$ cat src/rtl/layer_compositor.sv
// layer_compositor: raster scan generator plus N-layer priority compositor with cursor overlay.
// Optional cursor blink driven by a frame counter, enabled by defining COMPOSITOR_BLINK_EN.
module layer_compositor #(
    parameter int WIDTH        = 640,
    parameter int HEIGHT       = 480,
    parameter int NUM_LAYERS   = 4,
    parameter int COLOR_WIDTH  = 3,
    parameter int READ_LATENCY = 1,
    parameter int TRANSPARENT  = 0,
    parameter int BLINK_LOG2   = 5
) (
    input  logic                              clk,
    input  logic                              reset,
    input  logic                              advance,
    input  logic [COLOR_WIDTH-1:0]            background_color,
    input  logic [COLOR_WIDTH-1:0]            cursor_color,
    input  logic                              cursor_visible,
    input  logic [NUM_LAYERS*COLOR_WIDTH-1:0] layer_colors,
    input  logic [NUM_LAYERS-1:0]             layer_visible,
    output logic [$clog2(WIDTH)-1:0]          request_x,
    output logic [$clog2(HEIGHT)-1:0]         request_y,
    output logic [$clog2(WIDTH)-1:0]          render_x,
    output logic [$clog2(HEIGHT)-1:0]         render_y,
    output logic [COLOR_WIDTH-1:0]            render_color,
    output logic                              render_valid,
    output logic                              frame_done
);

    localparam int XW = $clog2(WIDTH);
    localparam int YW = $clog2(HEIGHT);
    localparam logic [XW-1:0]          X_LAST     = XW'(WIDTH - 1);
    localparam logic [YW-1:0]          Y_LAST     = YW'(HEIGHT - 1);
    localparam logic [COLOR_WIDTH-1:0] CLEAR      = COLOR_WIDTH'(TRANSPARENT);
    localparam logic [BLINK_LOG2-1:0]  BLINK_HALF = BLINK_LOG2'(1 << (BLINK_LOG2 - 1));

    logic [XW-1:0] pipe_x [READ_LATENCY];
    logic [YW-1:0] pipe_y [READ_LATENCY];
    logic          pipe_v [READ_LATENCY];

    logic [XW-1:0]          tail_x;
    logic [YW-1:0]          tail_y;
    logic                   tail_v;
    logic                   tail_last;
    logic                   blink_hide;
    logic                   cursor_on;
    logic [COLOR_WIDTH-1:0] comp_color;
    logic [BLINK_LOG2-1:0]  blink_count;

    // NOTE: sequential state uses non-blocking assignments so every register samples pre-edge values.
    always_ff @(posedge clk or posedge reset) begin
        if (reset) begin
            request_x <= '0;
            request_y <= '0;
        end else if (advance) begin
            if (request_x == X_LAST) begin
                request_x <= '0;
                request_y <= (request_y == Y_LAST) ? '0 : request_y + 1'b1;
            end else begin
                request_x <= request_x + 1'b1;
            end
        end
    end

    // NOTE: the alignment pipeline is a handful of flops, so it is fully reset to keep valid bits clean.
    always_ff @(posedge clk or posedge reset) begin
        if (reset) begin
            for (int i = 0; i < READ_LATENCY; i++) begin
                pipe_x[i] <= '0;
                pipe_y[i] <= '0;
                pipe_v[i] <= 1'b0;
            end
        end else if (advance) begin
            pipe_x[0] <= request_x;
            pipe_y[0] <= request_y;
            pipe_v[0] <= 1'b1;
            for (int i = 1; i < READ_LATENCY; i++) begin
                pipe_x[i] <= pipe_x[i-1];
                pipe_y[i] <= pipe_y[i-1];
                pipe_v[i] <= pipe_v[i-1];
            end
        end
    end

    assign tail_x    = pipe_x[READ_LATENCY-1];
    assign tail_y    = pipe_y[READ_LATENCY-1];
    assign tail_v    = pipe_v[READ_LATENCY-1];
    assign tail_last = tail_v && (tail_x == X_LAST) && (tail_y == Y_LAST);

`ifdef COMPOSITOR_BLINK_EN
    // Counts emitted frames; the increment lands on the same edge as the frame's last pixel.
    always_ff @(posedge clk or posedge reset) begin
        if (reset) begin
            blink_count <= '0;
        end else if (advance && tail_last) begin
            blink_count <= blink_count + 1'b1;
        end
    end
`else
    assign blink_count = '0;
`endif

    assign blink_hide = (blink_count >= BLINK_HALF);
    assign cursor_on  = cursor_visible && !blink_hide;

    // NOTE: comp_color gets its default before any condition so no latch is inferred.
    always_comb begin
        comp_color = background_color;
        for (int i = 0; i < NUM_LAYERS; i++) begin
            if (layer_visible[i] && (layer_colors[i*COLOR_WIDTH +: COLOR_WIDTH] != CLEAR)) begin
                comp_color = layer_colors[i*COLOR_WIDTH +: COLOR_WIDTH];
            end
        end
        if (cursor_on && (cursor_color != CLEAR)) begin
            comp_color = cursor_color;
        end
    end

    always_ff @(posedge clk or posedge reset) begin
        if (reset) begin
            render_x     <= '0;
            render_y     <= '0;
            render_color <= '0;
            render_valid <= 1'b0;
            frame_done   <= 1'b0;
        end else begin
            frame_done <= advance && tail_last;
            if (advance) begin
                render_valid <= tail_v;
                if (tail_v) begin
                    render_x     <= tail_x;
                    render_y     <= tail_y;
                    render_color <= comp_color;
                end
            end
        end
    end

endmodule

$ cat config.mk
export PLATFORM = sky130hd
export DESIGN_NAME = layer_compositor
export DESIGN_NICKNAME = d
export VERILOG_FILES = /design/src/rtl/layer_compositor.sv
export SDC_FILE = /design/constraint.sdc
export NUM_CORES = 1
export LEC_CHECK = 0
export ABC_AREA = 0
export CORE_AREA = 2 2 101 103
export DETAILED_ROUTE_END_ITERATION = 10
export DIE_AREA = 0 0 103 105
export GPL_TIMING_DRIVEN = 0
export SYNTH_ARGS = -nofsm -noshare
export SYNTH_HDL_FRONTEND = slang
export SYNTH_SLANG_ARGS = --single-unit
$ cat constraint.sdc
create_clock -name clk -period 5.05 [get_ports clk]
set_input_delay 1.515 -clock clk [delete_from_list [all_inputs] [get_ports clk]]
set_output_delay 1.515 -clock clk [all_outputs]
set_load 0.03 [all_outputs]
==> metrics.yaml <==
sta:
  rsz0062_at_grt: "false"
  whs_ns: 0.475
  fin_skew_ns: 0.00844
  fin_crit_sh_pct: 61.6
  hold_viol: 0
  fmax_mhz: 322
  fin_ws_ns: 1.94
  slew_viol_final: 0
  min_period_ns: 3.11
  tightest_slew_ns: 0.572
  setup_tns_ns: 0
  max_slew_margin_pct: 61.9
  final-setup-viol-count: 0
global_routing:
  globalRouteMet2Util_pct: 19.3
  grt_max_degree: 40
  grt-ovfl-total: 0
  first_global_vias: 2291
  grt_use_total_pct: 13.2
  grtUsageMet1_pct: 18.0
  antenna_found_initial: 0
  grt_pass1_wl_um: 11100
  use_met3_pct: 4.68
  busiest_layer: "met2"
detailed_routing:
  avgViaCountPerCell: 4.66
  routed_wl_um: 6830
  drtPass1Iterations: 4
  vias: 2271
  wl_per_cell_um: 14.0
  drc: 0
  drtIter0Drc: 99
  ant_nets: 0
critical_path:
  critPathSlowestCell: "clkdlybuf4s50_1"
  path_buf_inv: 1
  cp-start-kind: "register"
  reg2reg_from: "request_y[0]$_DFFE_PP0P_"
  critPathLaunch: "request_y[0]$_DFFE_PP0P_"
  crit_family: "buffers and inverters"
  crit_type: "register to output pin"
  end_kind: "output pin"
  worstPathArrival_ns: 1.59
  crit_chain: "clkdlybuf4s50_1"
  cpPeakStageDelay_ns: 0.73
  worstPathRequired_ns: 3.54
  crit_fanout: 8
yosys:
  async_flop_share_pct: 100
  synth-edff-count: 0
  avgSynthCellArea_um2: 10.5
  synth_cell_types: 41
  syn_area_mm2: 0.00285
  ys_ff_latch: 63
  synth_nets: 298
  syn_inst: 270
  synth_seq_area_share_pct: 55.4
  synth_ff_type: "dfrtp_1"
  yosysWarnings: 0
hold_path:
  hp-class: "register to register"
  min-delay-start: "render_x[8]$_DFFE_PP0P_"
finish:
  regArea_mm2: 0.00158
  final_core_util_pct: 40.9
  diodes: 0
  area_growth_pct: 38.5
  layout_commonest_cell: "clkdlybuf4s50_1"
  nets: 377
  multiInputGateArea_mm2: 0.00121
  fin_area_mm2: 0.00394
  final_cells: 487
  fillers: 957
  final_cell_mix: "clkdlybuf4s50_1, nand2_1, dfrtp_1"
  drive_gt1_share_pct: 12.1
floorplanning:
  dieArea_mm2: 0.0108
  die_h_um: 105
  boundaryPins: 69
  start_util_pct: 29.5
  row_count: 36
  die_x_um: 103
  coreArea_mm2: 0.00964
job:
  max_cap_viol_count: 0
power:
  leakage_nw: 1.78
  pwr_density_cell_mw_per_mm2: 391
  ir_worst_vdd_uv: 116
  power_mw: 1.54
place:
  dp_hpwl_um: 5020
  place_congestion: 0.773
  placed_cells: 471
  dp_slack_ns: 1.98
  numPortBuffers: 67
  dpl_cell_area_mm2: 0.00370
clocking:
  cts_tree: "built"
  cts.sinks: 63
  path_clk_slew_ns: 0.07
  clockBufferDepth: 2
  cts_setup_buffers: 0
  insertion_delay_ns: 0.33
  post_cts_resize_count: 0
  hold_buffers: 0
  h-tree-depth: 3
  cts_root_buffer: "clkbuf_8"
  cts-buffers-inserted: 9
status:
  status: "completed"
==> cell families after synthesis <==
group | share of synthesized area (%)
DFF | 55.4
buffers and inverters | 2.11
muxes | 9.02
AOI/OAI and AO/OA | 8.27
and+or+nand+nor | 21.5
adders and majority gates | 0.879
xor gates and xnor gates | 2.77
==> worst reg2reg max path, delay by kind of cell, from the launching register on <==
kind | cells | cell delay (ns)
adders and majority gates | 1 | 0.33
DFF | 1 | 0.49
and+or+nand+nor | 4 | 0.98
==> area by class of cell <==
| class | count | area share (%) |
|---|---|---|
| Multi-Input combinational cell | 193 | 30.7 |
| Sequential cell | 63 | 40.0 |
| Clock inverter | 3 | 2.29 |
| Clock buffer | 13 | 3.78 |
| Buffer | 11 | 1.24 |
| Inverter | 3 | 0.286 |
| Timing Repair Buffer | 68 | 17.5 |
| Tap cell | 133 | 4.22 |
==> report_power, final <==
part	leakage (nW)	internal (mW)	switching, mW	total, mW
clock network	0.118	0.342	0.186	0.529
logic	0.843	0.166	0.195	0.362
registers	0.822	0.579	0.0739	0.653
total	1.78	1.09	0.455	1.54
==> registers in the layout, indices dropped and copies added (netlist names) <==
signal / cells
frame_done: 1
render_color: 3
render_x: 10
pipe_v: 1
request_x: 10
pipe_x: 10
render_y: 9
pipe_y: 9
render_valid: 1
request_y: 9
==> synthesized netlist by cell type (all sizes together) (2+ instances only) <==
| cell | instances | area share, % |
|---|---|---|
| a21oi | 5 | 0.88 |
| nand4 | 9 | 2.5 |
| o31a | 3 | 0.92 |
| nand4b | 4 | 1.2 |
| nor2 | 8 | 1.1 |
| o211ai | 2 | 0.53 |
| nand2 | 65 | 8.6 |
| a21o | 2 | 0.53 |
| and2 | 4 | 0.88 |
| nand3 | 13 | 2.3 |
| o31ai | 2 | 0.53 |
| mux2i | 2 | 0.70 |
| or2 | 2 | 0.44 |
| mux2 | 21 | 8.3 |
| nor3b | 2 | 0.53 |
| inv | 3 | 0.40 |
| xnor2 | 5 | 1.5 |
| a222oi | 2 | 0.70 |
| ha | 2 | 0.88 |
| buf | 6 | 1.1 |
| and3 | 4 | 0.88 |
| o21ai | 14 | 2.5 |
| nor3 | 2 | 0.35 |
| or4 | 2 | 0.53 |
| and4 | 3 | 0.92 |
| dfrtp | 63 | 55 |
| a21boi | 2 | 0.53 |
| xor2 | 4 | 1.2 |
| clkbuf | 5 | 0.66 |
==> final timing paths <==
path / endpoint / slack (ns) / depth (start not counted)
min in group asynchronous: render_y[1]$_DFFE_PP0P_ / 1.55 / 2
setup reg to reg: request_y[5]$_DFFE_PP0P_ / 3.18 / 5
setup / recovery: request_y[0] / 1.94 / 1
hold reg to reg: render_x[8]$_DFFE_PP0P_ / 0.47 / 2
max in group asynchronous: pipe_x[3]$_DFFE_PP0P_ / 2.90 / 3
hold / removal: render_x[8]$_DFFE_PP0P_ / 0.47 / 2
==> metal layers <==
layer | share of wire [%] | up-vias | wire, um
met5 | 0 | - | 0
met4 | 1.3 | 0 | 89
met3 | 7.5 | 8 | 513
met2 | 44 | 61 | 2980
met1 | 48 | 1091 | 3250
li1 | - | 1111 | -
Note: power is estimated with default switching activity, not from simulation.
